**config.mk**
```make
export PLATFORM = sky130hd
export DESIGN_NAME = stopwatch_ctrl
export DESIGN_NICKNAME = d
export VERILOG_FILES = /design/src/rtl/stopwatch_pkg.sv /design/src/rtl/button_conditioner.sv /design/src/rtl/stopwatch_ctrl.sv
export SDC_FILE = /design/constraint.sdc
export NUM_CORES = 1
export LEC_CHECK = 0
export ABC_CLOCK_PERIOD_IN_PS = 1900
export BUFFER_PORTS_ARGS = -buffer_cell sky130_fd_sc_hd__buf_2
export CAP_MARGIN = 20
export CORE_MARGIN = 10
export CORE_UTILIZATION = 35
export CTS_BUF_LIST = sky130_fd_sc_hd__clkbuf_8
export CTS_CLUSTER_SIZE = 14
export DETAILED_ROUTE_END_ITERATION = 6
export HOLD_SLACK_MARGIN = 0.03
export SYNTH_ARGS = -nofsm -noshare
export SYNTH_HDL_FRONTEND = slang
export SYNTH_SLANG_ARGS = --single-unit
```
**constraint.sdc**
```tcl
create_clock -name clk -period 1.9 [get_ports clk]
set_input_delay 0.285 -clock clk [delete_from_list [all_inputs] [get_ports clk]]
set_output_delay 0.285 -clock clk [all_outputs]
set_load 0.01 [all_outputs]
```
**src/rtl/stopwatch_pkg.sv**
```systemverilog
// Shared types and constants for the stopwatch front-panel controller.
package stopwatch_pkg;

  typedef enum logic [2:0] {
    ST_IDLE    = 3'd0,
    ST_RUNNING = 3'd1,
    ST_PAUSED  = 3'd2,
    ST_LAP     = 3'd3,
    ST_ALARM   = 3'd4
  } state_t;

  typedef logic [3:0] bcd_t;

  localparam bcd_t MIN_MAX   = 4'd9;
  localparam bcd_t SECT_MAX  = 4'd5;
  localparam bcd_t SECO_MAX  = 4'd9;
  localparam bcd_t TENTH_MAX = 4'd9;

  // Packed M:ST:SO.T time words used for terminal-value comparisons.
  localparam logic [15:0] ZERO_TIME = 16'h0000;
  localparam logic [15:0] FULL_TIME = {MIN_MAX, SECT_MAX, SECO_MAX, TENTH_MAX};

endpackage

```
**src/rtl/button_conditioner.sv**
```systemverilog
// Raw push-button conditioning: 2-FF synchronizer, debounce, one-shot press event.
module button_conditioner #(
  parameter int DEBOUNCE_CYCLES = 2
) (
  input  logic clk,
  input  logic reset,
  input  logic btn,
  output logic press
);

  localparam logic [3:0] CNT_LAST = 4'(DEBOUNCE_CYCLES - 1);
  localparam logic [3:0] CNT_MAX  = 4'(DEBOUNCE_CYCLES);

  logic       sync_p0;
  logic       sync_p1;
  logic [3:0] cnt;
  logic       level;
  logic       level_q;

  // Bring the asynchronous button into the clk domain.
  always_ff @(posedge clk or negedge reset) begin
    if (!reset) begin
      sync_p0 <= 1'b0;
      sync_p1 <= 1'b0;
    end else begin
      sync_p0 <= btn;
      sync_p1 <= sync_p0;
    end
  end

  // Debounced level rises on the DEBOUNCE_CYCLES-th consecutive high sample; any low clears it.
  always_ff @(posedge clk or negedge reset) begin
    if (!reset) begin
      cnt   <= 4'd0;
      level <= 1'b0;
    end else if (!sync_p1) begin
      cnt   <= 4'd0;
      level <= 1'b0;
    end else begin
      if (cnt < CNT_MAX) cnt <= cnt + 4'd1;
      if (cnt >= CNT_LAST) level <= 1'b1;
    end
  end

  // Registered rising-edge detect so a held button yields a single event.
  always_ff @(posedge clk or negedge reset) begin
    if (!reset) begin
      level_q <= 1'b0;
      press   <= 1'b0;
    end else begin
      level_q <= level;
      press   <= level & ~level_q;
    end
  end

endmodule

```
**src/rtl/stopwatch_ctrl.sv**
```systemverilog
// Front-panel controller: run/pause/lap/alarm sequencing and display selection.
module stopwatch_ctrl
  import stopwatch_pkg::*;
#(
  parameter int DEBOUNCE_CYCLES = 2,
  parameter int ALARM_CYCLES    = 30
) (
  input  logic       clk,
  input  logic       reset,
  input  logic       btn_start_stop,
  input  logic       btn_lap_clear,
  input  logic       mode_down,
  input  logic [3:0] sw_Minutes,
  input  logic [3:0] sw_SecondsTens,
  input  logic [3:0] sw_SecondsOnes,
  input  logic [3:0] sw_Tenths,
  output logic       Start,
  output logic       Stop,
  output logic       Clear,
  output logic       CountDown,
  output logic [3:0] disp_Minutes,
  output logic [3:0] disp_SecondsTens,
  output logic [3:0] disp_SecondsOnes,
  output logic [3:0] disp_Tenths,
  output logic       lap_active,
  output logic       alarm,
  output logic [2:0] state_dbg
);

  localparam int AW = $clog2(ALARM_CYCLES + 1);
  localparam logic [AW-1:0] ALARM_LOAD = AW'(ALARM_CYCLES - 1);

  state_t          state;
  state_t          state_next;
  logic            press_ss;
  logic            press_lc;
  logic            start_next;
  logic            stop_next;
  logic            clear_next;
  logic            count_down_next;
  logic            lap_active_next;
  logic            alarm_next;
  logic            lap_capture;
  logic [AW-1:0]   alarm_cnt;
  logic [AW-1:0]   alarm_cnt_next;
  logic [15:0]     live_time;
  logic [15:0]     live_q;
  logic [15:0]     lap_q;
  logic [15:0]     disp_time;
  logic            is_zero;
  logic            is_full;
  logic            terminal;
  logic            start_blocked;

  button_conditioner #(.DEBOUNCE_CYCLES(DEBOUNCE_CYCLES)) u_btn_ss (
    .clk   (clk),
    .reset (reset),
    .btn   (btn_start_stop),
    .press (press_ss)
  );

  button_conditioner #(.DEBOUNCE_CYCLES(DEBOUNCE_CYCLES)) u_btn_lc (
    .clk   (clk),
    .reset (reset),
    .btn   (btn_lap_clear),
    .press (press_lc)
  );

  assign live_time     = {sw_Minutes, sw_SecondsTens, sw_SecondsOnes, sw_Tenths};
  assign is_zero       = (live_time == ZERO_TIME);
  assign is_full       = (live_time == FULL_TIME);
  assign terminal      = ((state == ST_RUNNING) || (state == ST_LAP)) &&
                         (CountDown ? is_zero : is_full);
  // Starting a countdown that is already at zero would alarm immediately, so refuse it.
  assign start_blocked = CountDown && is_zero;

  // Next-state and next-output logic; terminal detect outranks start_stop, which outranks lap_clear.
  always_comb begin
    state_next      = state;
    start_next      = 1'b0;
    stop_next       = 1'b0;
    clear_next      = 1'b0;
    count_down_next = CountDown;
    lap_active_next = lap_active;
    alarm_next      = alarm;
    alarm_cnt_next  = alarm_cnt;
    lap_capture     = 1'b0;
    case (state)
      ST_IDLE: begin
        count_down_next = mode_down;
        if (press_ss) begin
          if (!start_blocked) begin
            start_next = 1'b1;
            state_next = ST_RUNNING;
          end
        end else if (press_lc) begin
          clear_next = 1'b1;
        end
      end
      ST_RUNNING: begin
        if (terminal) begin
          stop_next       = 1'b1;
          lap_active_next = 1'b0;
          alarm_next      = 1'b1;
          alarm_cnt_next  = ALARM_LOAD;
          state_next      = ST_ALARM;
        end else if (press_ss) begin
          stop_next  = 1'b1;
          state_next = ST_PAUSED;
        end else if (press_lc) begin
          lap_capture     = 1'b1;
          lap_active_next = 1'b1;
          state_next      = ST_LAP;
        end
      end
      ST_LAP: begin
        if (terminal) begin
          stop_next       = 1'b1;
          lap_active_next = 1'b0;
          alarm_next      = 1'b1;
          alarm_cnt_next  = ALARM_LOAD;
          state_next      = ST_ALARM;
        end else if (press_ss) begin
          stop_next       = 1'b1;
          lap_active_next = 1'b0;
          state_next      = ST_PAUSED;
        end else if (press_lc) begin
          lap_active_next = 1'b0;
          state_next      = ST_RUNNING;
        end
      end
      ST_PAUSED: begin
        count_down_next = mode_down;
        if (press_ss) begin
          if (!start_blocked) begin
            start_next = 1'b1;
            state_next = ST_RUNNING;
          end
        end else if (press_lc) begin
          clear_next = 1'b1;
          state_next = ST_IDLE;
        end
      end
      ST_ALARM: begin
        if ((alarm_cnt == '0) || press_ss || press_lc) begin
          alarm_next     = 1'b0;
          alarm_cnt_next = '0;
          state_next     = ST_IDLE;
        end else begin
          alarm_cnt_next = alarm_cnt - 1'b1;
        end
      end
      default: begin
        lap_active_next = 1'b0;
        alarm_next      = 1'b0;
        alarm_cnt_next  = '0;
        state_next      = ST_IDLE;
      end
    endcase
  end

  // State register plus registered control outputs.
  always_ff @(posedge clk or negedge reset) begin
    if (!reset) begin
      state      <= ST_IDLE;
      Start      <= 1'b0;
      Stop       <= 1'b0;
      Clear      <= 1'b0;
      CountDown  <= 1'b0;
      lap_active <= 1'b0;
      alarm      <= 1'b0;
      alarm_cnt  <= '0;
    end else begin
      state      <= state_next;
      Start      <= start_next;
      Stop       <= stop_next;
      Clear      <= clear_next;
      CountDown  <= count_down_next;
      lap_active <= lap_active_next;
      alarm      <= alarm_next;
      alarm_cnt  <= alarm_cnt_next;
    end
  end

  // Display sources: one-cycle copy of live time and the lap snapshot.
  always_ff @(posedge clk or negedge reset) begin
    if (!reset) begin
      live_q <= 16'h0000;
      lap_q  <= 16'h0000;
    end else begin
      live_q <= live_time;
      if (lap_capture) lap_q <= live_time;
    end
  end

  assign disp_time        = lap_active ? lap_q : live_q;
  assign disp_Minutes     = disp_time[15:12];
  assign disp_SecondsTens = disp_time[11:8];
  assign disp_SecondsOnes = disp_time[7:4];
  assign disp_Tenths      = disp_time[3:0];
  assign state_dbg        = state;

endmodule

```
==> results.py, run 1 <==
metrics = {
    "clock_network": {
        "cts_root_buffer": "clkbuf_8",
        "cts_buffers": 9,
        "clk-insertion-delay-late_ns": 0.33,
        "htreeDepth": 3,
        "path_clk_slew_ns": 0.07,
        "cts_sinks": 64,
        "cts_tree": "yes",
        "cts_max_path_buffers": 2,
    },
    "timing": {
        "setup_viol": 0,
        "slew_headroom_pct": 62.7,
        "fmax_ghz": 0.547,
        "rsz0062_at_grt": "false",
        "fin_crit_sh_pct": 96.3,
        "maxSlewViolCount": 0,
        "finalHoldViolations": 0,
        "holdWs_ns": 0.0505,
        "tightest_slew_ns": 0.559,
        "finalClockSkew_ns": 0.00798,
        "worst_slack_ns": 0.0703,
        "final.setup.tns_ns": 0,
        "post-route-min-period_ns": 1.83,
    },
    "layout": {
        "final_nets": 313,
        "diodes": 0,
        "final_common_cell": "dfrtp_1",
        "postLayoutCellArea_sq_um": 3470,
        "layout-drive-gt1-share_pct": 43.9,
        "syn_to_final_growth_pct": 28.6,
        "mostFrequentLayoutCells": "64 x dfrtp_1, 45 x buf_2, 23 x mux2_2, 23 x nor2_1, 21 x buf_4",
        "final_cells": 388,
    },
    "power": {
        "power.switching_mw": 1.53,
        "p_int_mw": 3.56,
        "p_per_area_nw_per_um2": 1470,
        "switching_share_pct": 30.0,
        "p_leak_nw": 1.66,
        "power.share.sequential_pct": 37.9,
        "peakVddDrop_uv": 410,
        "p_clk_share_pct": 27.0,
        "p_comb_share_pct": 35.1,
    },
    "place": {
        "place_ws_ns": -0.0972,
        "placed_cell_area_sq_um": 3200,
        "dp.cells": 369,
        "hpwl_microns": 4050,
        "gp_congestion": 0.763,
        "port_buffers": 45,
    },
    "setup_path": {
        "rr_startpoint": "CountDown$_DFFE_PN0P_",
        "crit_arrival_ns": 2.05,
        "start_kind": "flop",
        "worstSetupPathType": "flop to flop",
        "crit_start": "CountDown$_DFFE_PN0P_",
        "cp.required_ns": 2.12,
        "crit_chain": "and4b_4 -> o21a_4 -> or4_4 -> buf_4 -> mux2_4",
        "cpMaxStageDelayCell": "or4_4",
        "max_stage_delay_ns": 0.46,
        "end_kind": "flop",
        "cp_max_fo": 3,
    },
    "routing": {
        "post_drt_via_cell_ratio": 4.67,
        "drc": 0,
        "drt.antenna.violating_nets": 0,
        "wl_microns": 5420,
        "first_iter_violations": 71,
        "wl_per_cell_microns": 14.0,
        "drtPass1Iterations": 4,
        "num_vias": 1811,
    },
    "synth": {
        "syn_inst": 209,
        "synth-adder-area-share_pct": 3.71,
        "ys_warn_count": 0,
        "synthXorXnorAreaFrac_pct": 0.974,
        "synth.mux.area_fraction_pct": 15.2,
        "synth_top_family_by_area": "multiplexers",
        "synth_cell_types": 37,
        "ys_seq_area_share_pct": 59.4,
        "synth_nets": 238,
        "syn_area_sq_um": 2700,
        "synthSimpleGateAreaFrac_pct": 10.1,
        "synth_compound_area_share_pct": 7.56,
        "synth_seq_cells": 64,
        "postSynthAreaPerCell_sq_um": 12.9,
    },
    "die": {
        "dieWidth_microns": 108,
        "coreArea_sq_um": 7370,
        "initial_utilization_pct": 36.6,
        "dieArea_sq_um": 11600,
        "fp.dieH_microns": 108,
        "row_count": 31,
        "num_io_pins": 46,
    },
    "job": {
        "drv_cap": 0,
    },
    "hold_path": {
        "hold_start": "btn_start_stop",
        "hp-class": "input pin to flop",
    },
    "grt": {
        "grt_pass1_vias": 1821,
        "antenna_found_initial": 0,
        "overflow": 0,
        "grt_pass1_wl_microns": 9120,
        "grt_max_degree": 32,
        "track_usage_pct": 9.82,
    },
    "outcome": {
        "outcome": "finished, final reports clean",
    },
}
## metrics by stage
stage                     power, mW  utilization, %
after floorplan                3.11               -
after global placement         3.75            43.5
after detailed placement       3.78            43.5
after CTS                      5.17            46.8
after global routing           5.44            47.1
final                          5.09            47.1
## synth_stat cells (all sizes together)
cell type	count	area share, %
buf	3	1.3
and4b	1	0.51
nand3	2	0.37
o22ai	2	0.46
a31o	3	0.97
nor2b	3	0.70
o21ai	5	0.93
dfrtp	64	59
and2	3	0.70
a22oi	1	0.28
nand4	2	0.46
clkinv	1	0.14
clkbuf	3	0.42
nor3	5	0.93
or4	3	0.97
ha	8	3.7
a2bb2oi	1	0.32
a31oi	3	0.70
o32ai	1	0.32
xor2	1	0.32
nor4b	1	0.32
nor4	1	0.23
inv	9	1.3
or4b	1	0.37
nor2	24	3.3
xnor2	2	0.65
mux2	33	15
nand2b	2	0.46
a21oi	13	2.4
a211o	1	0.32
nand2	5	0.70
o21a	2	0.84
## routing by layer
metal	global-route usage (%)	share of wire, %	up-vias
li1	-	-	881
met1	12.2	47	883
met2	15.1	46	38
met3	2.99	5.0	9
met4	4.87	1.8	0
met5	0	0	-
## worst paths after layout
kind,slack (ns),end,cells after the start
max,0.07,lap_q[14]$_DFFE_PN0P_,5
min,0.05,u_btn_ss.sync_p0$_DFF_PN0_,1
max reg2reg,0.07,lap_q[14]$_DFFE_PN0P_,5
min reg2reg,0.35,u_btn_lc.sync_p1$_DFF_PN0_,0
max in group asynchronous,0.86,lap_q[10]$_DFFE_PN0P_,3
min in group asynchronous,0.47,lap_q[14]$_DFFE_PN0P_,2
## area by class of cell
class                   count  area (sq um)
inverters                  10          37.5
clock buffers               9           124
fillers                   683          3900
multi-input cells         129          1020
flip-flops and latches     64          1600
repair buffers             70           453
well taps                  99           124
clock inverters             7           111
## flip-flops by register name (all words and copies together) (netlist names), 3 cells and up
signal	flops
alarm_cnt	5
u_btn_ss.cnt	4
state_dbg	3
u_btn_lc.cnt	4
live_q	16
lap_q	16
## cell families after synthesis
kind of cell	count (synthesis)
flops	64
compound gates	32
fa+ha+maj	8
buf+inv	16
xor+xnor	3
simple gates	53
mux	33
## critical path: cells and delay by family, from the launching register on
kind / cells / cell delay [ns]
and+or+nand+nor: 2 / 0.65
DFF: 1 / 0.40
buffers and inverters: 1 / 0.18
AOI/OAI and AO/OA: 1 / 0.19
muxes: 1 / 0.29
## power by group through the flow
stage          Combinational [mW]  Clock, mW  Sequential [mW]
4_1_cts                      1.84       1.40             1.93
5_1_grt                      1.99       1.47             1.98
6_report                     1.79       1.37             1.93
2_1_floorplan                1.16          0             1.95
3_5_place_dp                 1.83          0             1.95
3_3_place_gp                 1.80          0             1.94
## what timing repair did
action,CTS,global route
hold buffers,1,0
endpoints found under the setup margin,0,4
gates resized for setup,0,3
buffers inserted,0,2
endpoints found under the hold margin,21,0
Note: power is estimated with default switching activity, not from simulation.
==> run 2, diff against run 1 <==
Settings changed: ABC_AREA set to 1.
==> run 2 against run 1 <==
  * First-iteration DRC count increased by 130%
  * Flip-flop and latch count unchanged
  * Worst setup slack improved by 0.050 ns
  * Combinational power decreased by 9%
  * Largest cell class unchanged
==> results.py, run 2 <==
metrics = {
    "outcome": {
        "outcome": "finished, final reports clean",
    },
    "die": {
        "num_io_pins": 46,
        "coreArea_sq_um": 8260,
        "initial_utilization_pct": 36.0,
        "fp.dieH_microns": 112,
        "dieArea_sq_um": 12600,
        "dieWidth_microns": 112,
        "row_count": 33,
    },
    "setup_path": {
        "r2r_cells": 11,
        "path_buf_inv": 2,
        "end_kind": "primary output",
        "crit_arrival_ns": 1.50,
        "cp_top_family": "buffers and inverters",
        "reg2reg_slack_ns": 0.24,
        "r2r-end": "state_dbg[0]$_DFFE_PN0P_",
        "worstSetupPathType": "flop to primary output",
        "max_stage_delay_ns": 0.39,
        "cp_max_fo": 17,
        "cp.required_ns": 1.62,
        "crit_chain": "buf_4 -> mux2_2 -> buf_2",
        "start_kind": "flop",
        "cpMaxStageDelayCell": "mux2_2",
        "cp_num_cells": 3,
        "rr_startpoint": "alarm_cnt[0]$_DFFE_PN0P_",
    },
    "layout": {
        "final_cells": 482,
        "final_nets": 401,
        "reg.largest.list": "lap_q x16, live_q x16, alarm_cnt x5",
        "diodes": 0,
        "mostFrequentLayoutCells": "64 x dfrtp_1, 63 x nand2_1, 45 x buf_2",
        "final_common_cell": "dfrtp_1",
        "post-route-util_pct": 43.5,
        "layout-drive-gt1-share_pct": 29.7,
        "syn_to_final_growth_pct": 20.9,
    },
    "place": {
        "port_buffers": 45,
        "dp.cells": 463,
        "gp_congestion": 0.820,
        "hpwl_microns": 4600,
    },
    "hold_path": {
        "whs_path_depth": 1,
        "hold_start": "sw_Minutes[1]",
        "hold_end": "live_q[13]$_DFF_PN0_",
        "hp-class": "input pin to flop",
    },
    "job": {
        "drv_cap": 0,
    },
    "timing": {
        "final.setup.tns_ns": 0,
        "finalHoldViolations": 0,
        "post-route-min-period_ns": 1.78,
        "finalClockSkew_ns": 0.00622,
        "rsz0062_at_grt": "false",
        "fmax_ghz": 0.562,
        "setup_viol": 0,
        "tightest_slew_ns": 0.415,
        "fin_crit_sh_pct": 93.7,
        "slew_headroom_pct": 72.2,
        "maxSlewViolCount": 0,
    },
    "clock_network": {
        "ctsResizeCount": 0,
        "cts_buffers": 9,
        "cts_root_buffer": "clkbuf_8",
        "clk-insertion-delay-late_ns": 0.34,
        "cts_tree": "yes",
        "cts_sinks": 64,
        "cts_max_path_buffers": 2,
        "path_clk_slew_ns": 0.07,
        "htreeDepth": 3,
    },
    "synth": {
        "synth_cell_types": 27,
        "yosysTopAreaCell": "dfrtp_1",
        "ys_seq_area_share_pct": 53.9,
        "postSynthAreaPerCell_sq_um": 9.50,
        "synth_most_common_cell": "dfrtp_1",
        "syn_inst": 313,
        "synth_seq_cells": 64,
        "synth_common_cells": "64 x dfrtp_1, 63 x nand2_1, 43 x inv_1, 37 x nor2_1, 20 x nand3_1",
        "async_reset_ff_share_pct": 100,
        "synth_edf_count": 0,
        "syn_area_sq_um": 2970,
        "synth_ff_type": "dfrtp_1",
        "synth.top_cell.area_share_pct": 53.9,
        "ys_warn_count": 0,
        "ys_top_cells_by_area": "dfrtp_1 54%, nand2_1 8.0%, mux2_2 6.1%",
        "synth_nets": 342,
    },
    "power": {
        "p_per_area_nw_per_um2": 1310,
        "p_leak_nw": 1.90,
        "peakVddDrop_uv": 489,
    },
    "grt": {
        "track_usage_pct": 10.8,
        "antenna_found_initial": 0,
        "grt_pass1_wl_microns": 11200,
        "grt_max_degree": 65,
        "grt_pass1_vias": 2266,
        "overflow": 0,
    },
    "routing": {
        "first_iter_violations": 161,
        "drc": 0,
        "wl_per_cell_microns": 13.2,
        "drt.antenna.violating_nets": 0,
        "drtPass1Iterations": 4,
        "wl_microns": 6380,
        "num_vias": 2207,
        "post_drt_via_cell_ratio": 4.58,
    },
}
==> run 2: cell types whose count changed after synthesis, moves of 10 or more <==
cell,before,now
nor2_1,24,37
mux2_4,10,0
nand3_1,2,20
nand2_1,5,63
inv_1,9,43
o21ai_2,0,17
==> run 2: layer usage <==
metal  GRT usage, %  part of all wire [%]  vias to the layer above
met4           4.31                   1.5                        0
met1           13.3                    47                     1034
met2           16.5                    45                       54
met3           4.26                   6.9                        7
li1               -                     -                     1112
met5              0                     0                        -
==> run 2: logic make-up (layout without fill, tap and decap cells) <==
family          Yosys count  after routing  synth area share, %
xor+xnor                  3              3                0.884
flops                    64             64                 53.9
simple gates            138            138                 20.3
fa+ha+maj                 8              8                 3.37
compound gates           33             33                 8.12
mux                      16             16                 6.06
buf+inv                  51            115                 7.36
==> run 2: cell type report <==
class | instances | area, sq um
sequential | 64 | 1600
clock inverter | 6 | 67.6
timing repair buffer | 53 | 330
clock buffer | 10 | 138
multi-input combinational | 198 | 1150
fill | 815 | 4660
inverter | 46 | 173
tap | 105 | 131
==> run 2: worst max path at each step <==
stage | from | end | slack (ns)
2_1_floorplan | lap_active$_DFFE_PN0P_ | disp_Minutes[0] | 0.32
3_3_place_gp | alarm_cnt[0]$_DFFE_PN0P_ | state_dbg[0]$_DFFE_PN0P_ | 0.23
3_5_place_dp | alarm_cnt[0]$_DFFE_PN0P_ | state_dbg[0]$_DFFE_PN0P_ | 0.23
4_1_cts | lap_active$_DFFE_PN0P_ | disp_Minutes[3] | 0.09
5_1_grt | lap_active$_DFFE_PN0P_ | disp_Minutes[3] | 0.04
6_report | lap_active$_DFFE_PN0P_ | disp_Minutes[3] | 0.12
==> run 2: power breakdown <==
group          total [mW]  internal [mW]  switching [mW]
clock                1.20          0.645           0.554
sequential           1.89           1.68           0.213
combinational        1.63          0.705           0.920
==> run 2: timing repair <==
item	CTS	global route
endpoints found under the hold margin	66	0
hold buffers	3	0
setup buffers	0	0
==> run 2: through the flow <==
| step | total power, mW | cell area, sq um | hold WS [ns] | setup WS, ns |
|---|---|---|---|---|
| 2_1_floorplan | 3.03 | 2970 | -0.0106 | 0.323 |
| 5_1_grt | 5.11 | 3590 | 0.0569 | 0.0443 |
| 6_report | 4.72 | 3590 | 0.0655 | 0.120 |
| 3_3_place_gp | 3.52 | 3360 | 0.326 | 0.234 |
| 4_1_cts | 4.81 | 3590 | 0.0534 | 0.0870 |
| 3_5_place_dp | 3.56 | 3360 | 0.329 | 0.227 |
==> run 3, diff against run 2 <==
Settings changed: SYNTH_HIERARCHICAL set to 1.
==> run 3 against run 2 <==
  * Synthesized area rose by 3.7%
  * Fmax fell by 0.51%
  * Combinational power about the same
  * Worst setup slack got worse by 0.0091 ns
  * Register-to-register slack worse by 0.06 ns
  * Sequential power increased by 5%
  * Core utilization decreased by 1.5 points
==> results.py, run 3 <==
metrics = {
    "job": {
        "drv_cap": 0,
    },
    "timing": {
        "finalHoldViolations": 0,
        "maxSlewViolCount": 0,
        "post-route-min-period_ns": 1.79,
        "fin_crit_sh_pct": 94.2,
        "rsz0062_at_grt": "false",
        "tightest_slew_ns": 0.454,
        "slew_headroom_pct": 69.7,
        "setup_viol": 0,
        "final.setup.tns_ns": 0,
        "finalClockSkew_ns": 0.00665,
        "fmax_ghz": 0.559,
    },
    "synth": {
        "synth_nets": 350,
        "async_reset_ff_share_pct": 100,
        "synth_cell_types": 33,
        "postSynthAreaPerCell_sq_um": 9.60,
        "synth_seq_cells": 64,
        "synth.top_cell.area_share_pct": 51.9,
        "synth_ff_type": "dfrtp_1",
        "ys_top_cells_by_area": "dfrtp_1 52%, nand2_1 6.6%, mux2_2 5.8%",
        "ys_warn_count": 6,
        "syn_area_sq_um": 3080,
        "synth_common_cells": "64 x dfrtp_1, 54 x nand2_1, 41 x inv_1, 36 x nor2_1",
        "synth_most_common_cell": "dfrtp_1",
        "ys_seq_area_share_pct": 51.9,
        "yosysTopAreaCell": "dfrtp_1",
        "synth_edf_count": 0,
        "syn_inst": 321,
    },
    "routing": {
        "num_vias": 2231,
        "wl_per_cell_microns": 12.8,
        "drtPass1Iterations": 4,
        "drc": 0,
        "wl_microns": 6240,
        "drt.antenna.violating_nets": 0,
        "post_drt_via_cell_ratio": 4.56,
        "first_iter_violations": 109,
    },
    "clock_network": {
        "cts_root_buffer": "clkbuf_8",
        "htreeDepth": 3,
        "cts_max_path_buffers": 2,
        "cts_sinks": 64,
        "clk-insertion-delay-late_ns": 0.34,
        "cts_tree": "yes",
        "path_clk_slew_ns": 0.07,
        "cts_buffers": 9,
    },
    "layout": {
        "syn_to_final_growth_pct": 17.6,
        "diodes": 0,
        "final_common_cell": "dfrtp_1",
        "postLayoutCellArea_sq_um": 3620,
        "layout-drive-gt1-share_pct": 34.6,
        "n_fill_cell": 871,
        "multiInputGateArea_sq_um": 1230,
        "final_cells": 489,
        "reg.largest.list": "lap_q x16, live_q x16, alarm_cnt x5",
        "seq_area_sq_um": 1600,
        "final_nets": 406,
        "mostFrequentLayoutCells": "64 x dfrtp_1, 54 x nand2_1, 45 x buf_2",
    },
    "die": {
        "row_count": 34,
        "dieArea_sq_um": 13000,
        "initial_utilization_pct": 35.7,
        "coreArea_sq_um": 8640,
        "dieWidth_microns": 114,
        "fp.dieH_microns": 114,
        "num_io_pins": 46,
    },
    "setup_path": {
        "crit_chain": "buf_6 -> mux2_2 -> buf_2",
        "crit_arrival_ns": 1.50,
        "worstSetupPathType": "flop to primary output",
        "cp.required_ns": 1.62,
        "path_buf_inv": 2,
        "cp_top_family": "flip-flops",
        "crit_start": "lap_active$_DFFE_PN0P_",
        "cp_max_fo": 14,
        "start_kind": "flop",
        "end_kind": "primary output",
        "reg2reg_slack_ns": 0.18,
        "r2r_cells": 9,
        "cpMaxStageDelayCell": "dfrtp_1",
        "rr_startpoint": "state_dbg[2]$_DFFE_PN0P_",
        "r2r-end": "state_dbg[1]$_DFFE_PN0P_",
        "max_stage_delay_ns": 0.46,
    },
    "power": {
        "p_per_area_nw_per_um2": 1260,
        "p_total_mw": 4.57,
        "p_leak_nw": 1.88,
        "peakVddDrop_uv": 549,
    },
    "hold_path": {
        "whs_path_depth": 1,
        "hold_end": "live_q[13]$_DFF_PN0_",
        "hold_start": "sw_Minutes[1]",
        "hp-class": "input pin to flop",
    },
    "grt": {
        "antenna_found_initial": 0,
        "met2_usage_pct": 15.8,
        "track_usage_pct": 9.94,
        "grt_pass1_vias": 2272,
        "grt_max_degree": 65,
        "overflow": 0,
        "use_met3_pct": 4.51,
        "top_usage_layer": "met2",
        "grt_pass1_wl_microns": 10500,
        "grtUsageMet1_pct": 11.4,
    },
    "place": {
        "port_buffers": 45,
        "hpwl_microns": 4660,
        "dp.cells": 471,
        "placed_cell_area_sq_um": 3430,
        "gp_congestion": 0.815,
    },
    "outcome": {
        "outcome": "finished, final reports clean",
    },
}
==> run 3: cell count changes after synthesis, sizes merged, moves of 2 or more <==
| cell | previous run | this run |
|---|---|---|
| o211ai | 5 | 2 |
| nand2 | 67 | 70 |
| nand4 | 3 | 5 |
| o21ai | 22 | 19 |
| nand3b | 1 | 3 |
| nand3 | 21 | 18 |
| nor2 | 40 | 42 |
| inv | 46 | 48 |
==> run 3: routing by layer <==
| layer | vias up | part of all wire (%) |
|---|---|---|
| li1 | 1127 | - |
| met1 | 1050 | 43 |
| met2 | 43 | 48 |
| met3 | 11 | 6.8 |
| met4 | 0 | 1.6 |
| met5 | - | 0 |
==> run 3: cells by family (layout without fill, tap and decap cells) <==
logic type | count (synthesis) | in the layout | synth area share [%]
AO/OA/AOI/OAI | 31 | 31 | 7.55
XOR/XNOR | 2 | 2 | 0.568
adder cells (fa/ha/maj) | 8 | 8 | 3.25
multiplexers | 16 | 16 | 5.84
flip-flops | 64 | 64 | 51.9
AND/OR/NAND/NOR | 145 | 145 | 22.8
buffers and inverters | 55 | 115 | 8.04
==> run 3: how the worst max path moves through the flow <==
stage	end	slack, ns	cells after the start
2_1_floorplan	disp_Minutes[0]	0.32	3
3_3_place_gp	state_dbg[1]$_DFFE_PN0P_	0.20	9
3_5_place_dp	state_dbg[1]$_DFFE_PN0P_	0.19	9
4_1_cts	disp_Tenths[2]	0.03	3
5_1_grt	state_dbg[1]$_DFFE_PN0P_	0.02	9
6_report	disp_Tenths[2]	0.11	3
==> run 3: area by class of cell <==
cell class	instances	share of cell area, %
flip-flops and latches	64	44.2
repair buffers	51	8.46
well taps	108	3.73
clock inverters	6	1.04
multi-input cells	202	34.0
clock buffers	9	3.42
inverters	49	5.14
==> run 3: timing repair <==
item	4_1_cts	5_1_grt
resized for setup	0	1
hold buffers	3	0
setup endpoints to repair	0	13
buffers inserted	0	0
endpoints found under the hold margin	66	0
==> run 3: through the flow <==
step           setup slack (ns)  util (%)  hold WS (ns)
2_1_floorplan             0.323         -       -0.0106
3_3_place_gp              0.196      39.7         0.328
3_5_place_dp              0.194      39.7         0.327
4_1_cts                  0.0296      41.9        0.0458
5_1_grt                  0.0224      42.0        0.0480
6_report                  0.111      42.0        0.0634
==> run 3: where the power goes <==
| part | internal [mW] | total (mW) | leakage (nW) | switching [mW] |
|---|---|---|---|---|
| Clock | 0.459 | 0.963 | 0.0827 | 0.504 |
| Combinational | 0.719 | 1.63 | 1.00 | 0.908 |
| Sequential | 1.71 | 1.98 | 0.799 | 0.270 |
